--- config.mk ---
export PLATFORM = sky130hd
export DESIGN_NAME = hit_arbiter_flat
export DESIGN_NICKNAME = d
export VERILOG_FILES = /design/src/rtl/hit_arbiter_if.sv /design/src/rtl/hit_arbiter.sv /design/src/flat_wrapper.sv
export SDC_FILE = /design/constraint.sdc
export NUM_CORES = 1
export LEC_CHECK = 0
export CORE_MARGIN = 2
export CORE_UTILIZATION = 50
export CTS_BUF_LIST = sky130_fd_sc_hd__clkbuf_8
export DETAILED_ROUTE_END_ITERATION = 8
export GPL_TIMING_DRIVEN = 0
export PLACE_DENSITY = 0.82
export SLEW_MARGIN = 20
export SYNTH_ARGS = -nofsm -noshare
export SYNTH_HDL_FRONTEND = slang
export SYNTH_SLANG_ARGS = --single-unit
--- constraint.sdc ---
create_clock -name clk -period 1.85 [get_ports clk]
set_input_delay 0.185 -clock clk [delete_from_list [all_inputs] [get_ports clk]]
set_output_delay 0.185 -clock clk [all_outputs]
set_load 0.005 [all_outputs]
--- src/rtl/hit_arbiter_if.sv ---
// Signal bundle between the hit arbiter and its environment (player keypads and round engine).
// The arbiter takes the slave view; whoever drives requests and confirmations takes the master view.
interface hit_arbiter_if #(
  parameter int SCORE_W = 8
);
  logic               enable;
  logic               score_clear;
  logic               p0_hit;
  logic               p1_hit;
  logic [3:0]         p0_index;
  logic [3:0]         p1_index;
  logic               hit_success;
  logic               hit;
  logic [3:0]         hit_index;
  logic               p0_busy;
  logic               p1_busy;
  logic               p0_ok;
  logic               p1_ok;
  logic [SCORE_W-1:0] p0_score;
  logic [SCORE_W-1:0] p1_score;
  logic [1:0]         leader;

  modport master (
    output enable, score_clear, p0_hit, p1_hit, p0_index, p1_index, hit_success,
    input  hit, hit_index, p0_busy, p1_busy, p0_ok, p1_ok, p0_score, p1_score, leader
  );

  modport slave (
    input  enable, score_clear, p0_hit, p1_hit, p0_index, p1_index, hit_success,
    output hit, hit_index, p0_busy, p1_busy, p0_ok, p1_ok, p0_score, p1_score, leader
  );
endinterface

--- src/rtl/hit_arbiter.sv ---
// Two-player hit arbiter: one-deep request slot per player, alternating grant on ties,
// one-cycle hit pulse to the round engine, bounded confirmation window, saturating scores.
module hit_arbiter #(
  parameter int RESP_WAIT = 2,
  parameter int SCORE_W   = 8
) (
  input  logic         clk,
  input  logic         rst,
  hit_arbiter_if.slave bus
);

  localparam int                 CNT_W     = (RESP_WAIT < 2) ? 1 : $clog2(RESP_WAIT + 1);
  localparam logic [CNT_W-1:0]   CNT_MAX   = CNT_W'(RESP_WAIT);
  localparam logic [SCORE_W-1:0] SCORE_MAX = '1;

  typedef enum logic [1:0] {
    S_IDLE  = 2'd0,
    S_ISSUE = 2'd1,
    S_WAIT  = 2'd2
  } state_e;

  state_e                  state_q, state_d;
  logic [CNT_W-1:0]        cnt_q, cnt_d;
  logic                    gnt_q, gnt_d;
  logic                    last_q, last_d;
  logic [3:0]              idx_q, idx_d;
  logic [1:0]              slot_v_q, slot_v_d;
  logic [1:0][3:0]         slot_idx_q, slot_idx_d;
  logic [1:0]              ok_q, ok_d;
  logic [1:0][SCORE_W-1:0] score_q, score_d;
  logic [1:0]              leader_q, leader_d;

  logic                    grant_v;
  logic                    grant_p;
  logic                    credit;
  logic [1:0]              req;
  logic [1:0][3:0]         req_idx;

  assign req     = {bus.p1_hit, bus.p0_hit};
  assign req_idx = {bus.p1_index, bus.p0_index};

  // Grant/confirmation sequencer.
  always_comb begin
    // NOTE: every signal driven here gets a default first so no path leaves it unassigned (no latch).
    state_d = state_q;
    cnt_d   = cnt_q;
    gnt_d   = gnt_q;
    idx_d   = idx_q;
    last_d  = last_q;
    grant_v = 1'b0;
    grant_p = 1'b0;
    credit  = 1'b0;

    unique case (state_q)
      S_IDLE: begin
        cnt_d = '0;
        if (|slot_v_q) begin
          grant_v = 1'b1;
          // On a tie the player who did not win last time goes first.
          grant_p = (slot_v_q == 2'b11) ? ~last_q : slot_v_q[1];
          gnt_d   = grant_p;
          idx_d   = slot_idx_q[grant_p];
          last_d  = grant_p;
          state_d = S_ISSUE;
        end
      end
      S_ISSUE: begin
        cnt_d   = CNT_W'(1);
        state_d = S_WAIT;
      end
      S_WAIT: begin
        if (bus.hit_success) begin
          credit  = 1'b1;
          cnt_d   = '0;
          state_d = S_IDLE;
        end else if (cnt_q == CNT_MAX) begin
          cnt_d   = '0;
          state_d = S_IDLE;
        end else begin
          cnt_d = cnt_q + CNT_W'(1);
        end
      end
      default: begin
        cnt_d   = '0;
        state_d = S_IDLE;
      end
    endcase

    // Engine stopped: abandon whatever is in flight without credit.
    if (!bus.enable) begin
      state_d = S_IDLE;
      cnt_d   = '0;
      grant_v = 1'b0;
      credit  = 1'b0;
      gnt_d   = gnt_q;
      idx_d   = idx_q;
      last_d  = last_q;
    end
  end

  // Pending slots, credit pulses, scores and leader flag.
  always_comb begin
    slot_v_d   = slot_v_q;
    slot_idx_d = slot_idx_q;
    ok_d       = '0;
    score_d    = score_q;

    for (int p = 0; p < 2; p++) begin
      // Clearing before capturing lets a request refill the slot being granted on the same edge.
      if (grant_v && (grant_p == 1'(p))) slot_v_d[p] = 1'b0;
      if (!bus.enable) begin
        slot_v_d[p] = 1'b0;
      end else if (req[p] && !slot_v_d[p]) begin
        slot_v_d[p]   = 1'b1;
        slot_idx_d[p] = req_idx[p];
      end

      ok_d[p] = credit && (gnt_q == 1'(p));

      if (bus.score_clear) begin
        score_d[p] = '0;
      end else if (ok_d[p] && (score_q[p] != SCORE_MAX)) begin
        score_d[p] = score_q[p] + SCORE_W'(1);
      end
    end

    if (score_q[0] > score_q[1]) begin
      leader_d = 2'b01;
    end else if (score_q[1] > score_q[0]) begin
      leader_d = 2'b10;
    end else begin
      leader_d = 2'b00;
    end
  end

  always_ff @(posedge clk) begin
    // NOTE: state registers use non-blocking assignments so every flop samples pre-edge values.
    if (rst) begin
      state_q    <= S_IDLE;
      cnt_q      <= '0;
      gnt_q      <= 1'b0;
      last_q     <= 1'b1;
      idx_q      <= '0;
      slot_v_q   <= '0;
      slot_idx_q <= '0;
      ok_q       <= '0;
      score_q    <= '0;
      leader_q   <= 2'b00;
    end else begin
      state_q    <= state_d;
      cnt_q      <= cnt_d;
      gnt_q      <= gnt_d;
      last_q     <= last_d;
      idx_q      <= idx_d;
      slot_v_q   <= slot_v_d;
      slot_idx_q <= slot_idx_d;
      ok_q       <= ok_d;
      score_q    <= score_d;
      leader_q   <= leader_d;
    end
  end

  assign bus.hit       = (state_q == S_ISSUE);
  assign bus.hit_index = idx_q;
  assign bus.p0_busy   = slot_v_q[0];
  assign bus.p1_busy   = slot_v_q[1];
  assign bus.p0_ok     = ok_q[0];
  assign bus.p1_ok     = ok_q[1];
  assign bus.p0_score  = score_q[0];
  assign bus.p1_score  = score_q[1];
  assign bus.leader    = leader_q;

  hit_one_cycle: assert property (@(posedge clk) disable iff (rst) bus.hit |=> !bus.hit);
  ok_exclusive:  assert property (@(posedge clk) !(bus.p0_ok && bus.p1_ok));

endmodule

--- src/flat_wrapper.sv ---
// flat-port wrapper written by rule: the top's interface ports become plain ports
module hit_arbiter_flat 
#(
  parameter int RESP_WAIT = 2,
  parameter int SCORE_W   = 8
)
  (clk, rst, bus_enable, bus_score_clear, bus_p0_hit, bus_p1_hit, bus_p0_index, bus_p1_index, bus_hit_success, bus_hit, bus_hit_index, bus_p0_busy, bus_p1_busy, bus_p0_ok, bus_p1_ok, bus_p0_score, bus_p1_score, bus_leader);
  hit_arbiter_if #(.SCORE_W(SCORE_W)) bus_i ();
  input  logic clk;
  input  logic rst;
  input wire logic [$bits(bus_i.enable)-1:0] bus_enable;
  input wire logic [$bits(bus_i.score_clear)-1:0] bus_score_clear;
  input wire logic [$bits(bus_i.p0_hit)-1:0] bus_p0_hit;
  input wire logic [$bits(bus_i.p1_hit)-1:0] bus_p1_hit;
  input wire logic [$bits(bus_i.p0_index)-1:0] bus_p0_index;
  input wire logic [$bits(bus_i.p1_index)-1:0] bus_p1_index;
  input wire logic [$bits(bus_i.hit_success)-1:0] bus_hit_success;
  output wire logic [$bits(bus_i.hit)-1:0] bus_hit;
  output wire logic [$bits(bus_i.hit_index)-1:0] bus_hit_index;
  output wire logic [$bits(bus_i.p0_busy)-1:0] bus_p0_busy;
  output wire logic [$bits(bus_i.p1_busy)-1:0] bus_p1_busy;
  output wire logic [$bits(bus_i.p0_ok)-1:0] bus_p0_ok;
  output wire logic [$bits(bus_i.p1_ok)-1:0] bus_p1_ok;
  output wire logic [$bits(bus_i.p0_score)-1:0] bus_p0_score;
  output wire logic [$bits(bus_i.p1_score)-1:0] bus_p1_score;
  output wire logic [$bits(bus_i.leader)-1:0] bus_leader;
  assign bus_i.enable = bus_enable;
  assign bus_i.score_clear = bus_score_clear;
  assign bus_i.p0_hit = bus_p0_hit;
  assign bus_i.p1_hit = bus_p1_hit;
  assign bus_i.p0_index = bus_p0_index;
  assign bus_i.p1_index = bus_p1_index;
  assign bus_i.hit_success = bus_hit_success;
  assign bus_hit = bus_i.hit;
  assign bus_hit_index = bus_i.hit_index;
  assign bus_p0_busy = bus_i.p0_busy;
  assign bus_p1_busy = bus_i.p1_busy;
  assign bus_p0_ok = bus_i.p0_ok;
  assign bus_p1_ok = bus_i.p1_ok;
  assign bus_p0_score = bus_i.p0_score;
  assign bus_p1_score = bus_i.p1_score;
  assign bus_leader = bus_i.leader;
  hit_arbiter #(.RESP_WAIT(RESP_WAIT), .SCORE_W(SCORE_W)) u_core (.clk(clk), .rst(rst), .bus(bus_i));
endmodule
After elaboration in Yosys (flattened, before gate mapping)
Cells that the tools add are included.
Widths: inputs -> output; s select.
- reduce and logical (&&, ||, !) cells: 19
- magnitude comparators: 3
- mux-type cells: 24
- equal/unequal tests: 8
- bitwise logic cells: 4
- add/subtract/negate cells: 3
- operators with widths (cell ; count):
    $add 8x1->8 const B ; 2
    $gt 8x8->1 ; 2
    $ne 8x8->1 const B ; 2
    $mux 1 ; 14
    $mux 2 ; 6
    $logic_and 1x1->1 ; 8
    $mux 4 ; 2
    $reduce_or 2->1 ; 4
    $eq 2x2->1 const B ; 3
    $pmux 2 s3 ; 1
    $reduce_and 2->1 ; 3
    $not 1->1 ; 4
    $pmux 2 s2 ; 1
    $ne 3x2->1 const B ; 1
    $reduce_and 3->1 ; 1
    $add 2x1->2 const B ; 1
    $eq 2x1->1 const B ; 1
    $logic_not 1->1 ; 2
    $logic_not 2->1 ; 1
    $lt 1x2->1 const B ; 1
    $ne 2x1->1 const B ; 1
- input bits: 15
- word-level logic and storage cells: 74
- output and inout port bits: 27
- bits in registers: 40

Depth between registers and ports, before layout
- depth after elaboration: 10
- depth in mapped cells: 7
- depth with buffers taken out: 6

Worst setup path after synthesis
OpenSTA, ideal clock, no wires.
- kind: register -> register
- start point: reg u_core.state_q[0]
- end point: reg u_core.score_q, in the netlist u_core.bus.p0_score[5]
- setup slack: 374 ps
- library setup time: 71 ps
- data arrival time: 1405 ps
- buffers on the path: 1
- required time: 1779 ps
- cell stages (with the launch flop): 8
- clock period less this slack: 1476 ps
- path through: dfxtp_1 -> inv_1 -> ha_1 -> and4b_1 -> buf_6 -> o211ai_4 -> or3_1 -> a21oi_1
- cells in the longest elaborated chain, start to end: 5
- RTL lines (what ; line ; text):
    start: declaration ; hit_arbiter.sv:22 ; state_e state_q, state_d;
    start signal: assignment ; hit_arbiter.sv:150 ; state_q <= state_d;
    $eq 2x2->1 ; hit_arbiter.sv:54 ; unique case (state_q)
    $mux 1 ; hit_arbiter.sv:54 ;
    $mux 1 ; hit_arbiter.sv:90 ; if (!bus.enable) begin
    $logic_and 1x1->1 ; hit_arbiter.sv:118 ; ok_d[p] = credit && (gnt_q == 1'(p));
    $logic_and 1x1->1 ; hit_arbiter.sv:122 ; end else if (ok_d[p] && (score_q[p] != SCORE_MAX)) begin
    end signal: assignment ; hit_arbiter.sv:158 ; score_q <= score_d;
    end: declaration ; hit_arbiter.sv:30 ; logic [1:0][SCORE_W-1:0] score_q, score_d;
Every way passes these cells.
A chain may end at the register's enable or synchronous reset.

Worst setup path after layout
Same ends and word-level chain as after synthesis.

==> metrics.txt <==
# TYPE chip_impl_metric gauge
chip_impl_metric{name="cts.hold.buffers_added",unit=""} 0
chip_impl_metric{name="clkSinkCount",unit=""} 40
chip_impl_metric{name="rows",unit=""} 23
chip_impl_metric{name="clk-insertion-delay-late",unit="ns"} 0.29
chip_impl_metric{name="worstPathArrival",unit="ns"} 1.88
chip_impl_metric{name="highest_ir_drop_seen_on_vdd",unit="uV"} 499
chip_impl_metric{name="setup_violations",unit=""} 0
chip_impl_metric{name="final.min_clock_period",unit="ns"} 1.66
chip_impl_metric{name="grt_util_all_layers",unit="%"} 20.0
chip_impl_metric{name="crit_fanout",unit=""} 8
chip_impl_metric{name="critical-path-max-stage-delay",unit="ns"} 0.33
chip_impl_metric{name="slew_worst_pin",unit="ns"} 0.591
chip_impl_info{name="synth-main-ff-cell",value="dfxtp_1"} 1
chip_impl_metric{name="worst-r2r-cell-count",unit=""} 7
chip_impl_metric{name="drc",unit=""} 0
chip_impl_metric{name="placement.io_buffers",unit=""} 41
chip_impl_metric{name="report.final.hold_viol_count",unit=""} 0
chip_impl_metric{name="max-slew-margin-rel",unit="%"} 60.2
chip_impl_info{name="worstPathCellList",value="inv_1, ha_1, and4b_1, buf_6, o211ai_4, or3_1, a21oi_1"} 1
chip_impl_metric{name="synth.ff_latch_count",unit=""} 40
chip_impl_metric{name="synth.yosys.warnings",unit=""} 0
chip_impl_metric{name="leakage",unit="nW"} 0.934
chip_impl_metric{name="n_antenna_cell",unit=""} 0
chip_impl_metric{name="die_area",unit="um^2"} 4560
chip_impl_metric{name="fin_skew",unit="ns"} 0.00183
chip_impl_metric{name="nets",unit=""} 301
chip_impl_metric{name="share_of_synthesized_area_occupied_by_flip_flops_and_latches",unit="%"} 39.7
chip_impl_info{name="final_common_cell",value="clkdlybuf4s50_1"} 1
chip_impl_metric{name="synth_cell_types",unit=""} 43
chip_impl_info{name="result_of_the_run",value="finished, final reports clean"} 1
chip_impl_info{name="timing.critical_path.slowest_stage_cell",value="dfxtp_1"} 1
chip_impl_metric{name="highest_clock_rate",unit="GHz"} 0.602
chip_impl_metric{name="power_density",unit="nW/um^2"} 666
chip_impl_metric{name="grt_overflow",unit=""} 0
chip_impl_metric{name="fp.coreArea",unit="um^2"} 3940
chip_impl_metric{name="vias",unit=""} 1765
chip_impl_info{name="tritoncts_clock_tree",value="built"} 1
chip_impl_metric{name="dp_worst_setup_slack",unit="ns"} 0.00889
chip_impl_metric{name="dp.final_hpwl",unit="um"} 3140
chip_impl_metric{name="gp_routability_congestion",unit=""} 0.860
chip_impl_metric{name="netlist_area",unit="um^2"} 2020
chip_impl_metric{name="fp.dieH",unit="um"} 67.6
chip_impl_metric{name="grt_start_max_net_pins",unit=""} 14
chip_impl_metric{name="postCtsResizedCells",unit=""} 0
chip_impl_metric{name="synth_edf_count",unit=""} 0
chip_impl_metric{name="htree_num_levels",unit=""} 2
chip_impl_info{name="final_cell_mix",value="clkdlybuf4s50_1 (41), dfxtp_1 (40), nor2_1 (23)"} 1
chip_impl_metric{name="routed_wl",unit="um"} 4140
chip_impl_metric{name="syn_area_per_cell",unit="um^2"} 9.02
chip_impl_metric{name="final_antenna_net_count",unit=""} 0
chip_impl_metric{name="seq_area",unit="um^2"} 801
chip_impl_info{name="worst_setup_path_start_kind",value="register"} 1
chip_impl_metric{name="layout-area-overhead-vs-synth",unit="%"} 28.9
chip_impl_metric{name="synth_async_sr_flop_share",unit="%"} 0
chip_impl_info{name="clockRootBuffer",value="clkbuf_8"} 1
chip_impl_metric{name="area_occupied_by_multi_input_gates",unit="um^2"} 1140
chip_impl_info{name="rsz_0062_raised_after_global_routing",value="no"} 1
chip_impl_metric{name="first_global_vias",unit=""} 1491
chip_impl_metric{name="cp.required",unit="ns"} 2.07
chip_impl_metric{name="fin_util",unit="%"} 66.0
chip_impl_metric{name="drv_slew",unit=""} 0
chip_impl_metric{name="post_route_cells_drive_above_1_share",unit="%"} 6.23
chip_impl_metric{name="netlist_instances",unit=""} 224
chip_impl_metric{name="syn-num-nets",unit=""} 253
chip_impl_metric{name="routed_length_per_instance",unit="um"} 12.8
chip_impl_metric{name="fillCellCount",unit=""} 331
chip_impl_metric{name="fin_setup_tns",unit="ns"} 0
chip_impl_metric{name="grt_antenna_before_repair",unit=""} 0
chip_impl_metric{name="first_pass_grt_wire_length",unit="um"} 6760
chip_impl_metric{name="drtPass1Iterations",unit=""} 4
chip_impl_metric{name="max-cap-violations",unit=""} 0
chip_impl_info{name="hold_class",value="register to register"} 1
chip_impl_metric{name="top_level_ports",unit=""} 42
chip_impl_metric{name="clock_tree.buffer_depth",unit=""} 2
chip_impl_info{name="setup.worst_path.end_class",value="register"} 1
chip_impl_metric{name="cts_made_buffers",unit=""} 5
chip_impl_info{name="crit_type",value="register to register"} 1
chip_impl_metric{name="period_share",unit="%"} 89.7
chip_impl_metric{name="cts.repair_timing.setup_buffer_count",unit=""} 0
chip_impl_metric{name="first_iter_violations",unit=""} 87
chip_impl_metric{name="die_w",unit="um"} 67.6
chip_impl_metric{name="worst_slack",unit="ns"} 0.190
chip_impl_metric{name="initial_core_util",unit="%"} 51.2
chip_impl_metric{name="clock_pin_slew_on_the_worst_setup_and_hold_paths",unit="ns"} 0.08
chip_impl_metric{name="worst_hold_path.num_cells",unit=""} 2
chip_impl_metric{name="ratio_of_routed_vias_to_standard_cells",unit=""} 5.46
[worst paths after layout]
kind	start	end	slack [ns]
max	u_core.state_q[0]	u_core.bus.p0_score[5]	0.19
min	u_core.cnt_q[0]	u_core.cnt_q[1]	0.44
max reg2reg	u_core.state_q[0]	u_core.bus.p0_score[5]	0.19
min reg2reg	u_core.cnt_q[0]	u_core.cnt_q[1]	0.44
[routing by layer]
| metal | vias to the layer above | wire, um | GRT usage, % |
|---|---|---|---|
| li1 | 900 | - | - |
| met1 | 802 | 1840 | 25.2 |
| met2 | 55 | 2020 | 33.1 |
| met3 | 8 | 205 | 3.50 |
| met4 | 0 | 67 | 8.93 |
| met5 | - | 0 | 0 |
[registers in the layout, summed over array words and instances (netlist names)]
register / flops
u_core.bus.p0_score: 8
u_core.state_q: 2
u_core.slot_idx_q: 8
u_core.slot_v_q: 2
u_core.gnt_q: 1
u_core.bus.leader: 2
u_core.cnt_q: 2
u_core.bus.p1_score: 8
u_core.bus.hit_index: 4
u_core.ok_q: 2
u_core.last_q: 1
[cells in the mapped netlist (all sizes together) (3+ instances only)]
cell type / n / area [um^2]
a222oi: 4 / 40.0
mux2i: 12 / 120
and3: 5 / 32.5
ha: 14 / 175
dfxtp: 40 / 801
o211ai: 3 / 36.3
nand3: 8 / 40.0
o21ai: 9 / 45.0
xor2: 3 / 26.3
nand2b: 18 / 113
nand2: 14 / 52.6
nand4: 8 / 65.1
clkbuf: 4 / 15.0
a21oi: 13 / 72.6
inv: 15 / 56.3
nor3: 3 / 15.0
nor2: 23 / 86.3
[worst max-delay path: cells and delay by family (launching register included)]
family                     cells  cell delay, ns
AOI/OAI and AO/OA              2            0.24
adders and majority gates      1            0.23
buffers and inverters          2            0.24
and+or+nand+nor                2            0.55
DFF                            1            0.33
[cell type report]
type / instances / area share [%]
clock inverter: 3 / 1.63
timing repair buffer: 41 / 15.8
clock buffer: 5 / 2.64
inverter: 15 / 2.16
multi-input combinational: 164 / 43.6
sequential: 40 / 30.8
buffer: 5 / 1.01
tap: 50 / 2.40
[where the power goes]
group	switching, W	internal (W)
registers	0.0000137	0.000877
clock network	0.000318	0.000399
logic	0.0000568	0.0000696
total	0.000389	0.00135
[cells by family (layout without fill, tap and decap cells)]
logic type | count (synthesis) | after routing | share of synthesized area [%]
multiplexers | 12 | 12 | 5.95
XOR/XNOR | 5 | 5 | 2.17
adder cells (fa/ha/maj) | 14 | 14 | 8.67
AO/OA/AOI/OAI | 40 | 40 | 14.4
buffers and inverters | 20 | 69 | 4.09
flip-flops | 40 | 40 | 39.7
AND/OR/NAND/NOR | 93 | 93 | 25.1
[through the flow]
step | hold WS (ns) | total power, W | cell area (um^2) | instances
floorplan | 0.302 | 0.000978 | 2020 | 224
global placement | 0.431 | 0.00104 | 2490 | 315
detailed placement | 0.433 | 0.00104 | 2490 | 315
CTS | 0.443 | 0.00175 | 2600 | 323
global route | 0.463 | 0.00180 | 2600 | 323
finish | 0.440 | 0.00173 | 2600 | 323
(Power assumes the default switching activity.)
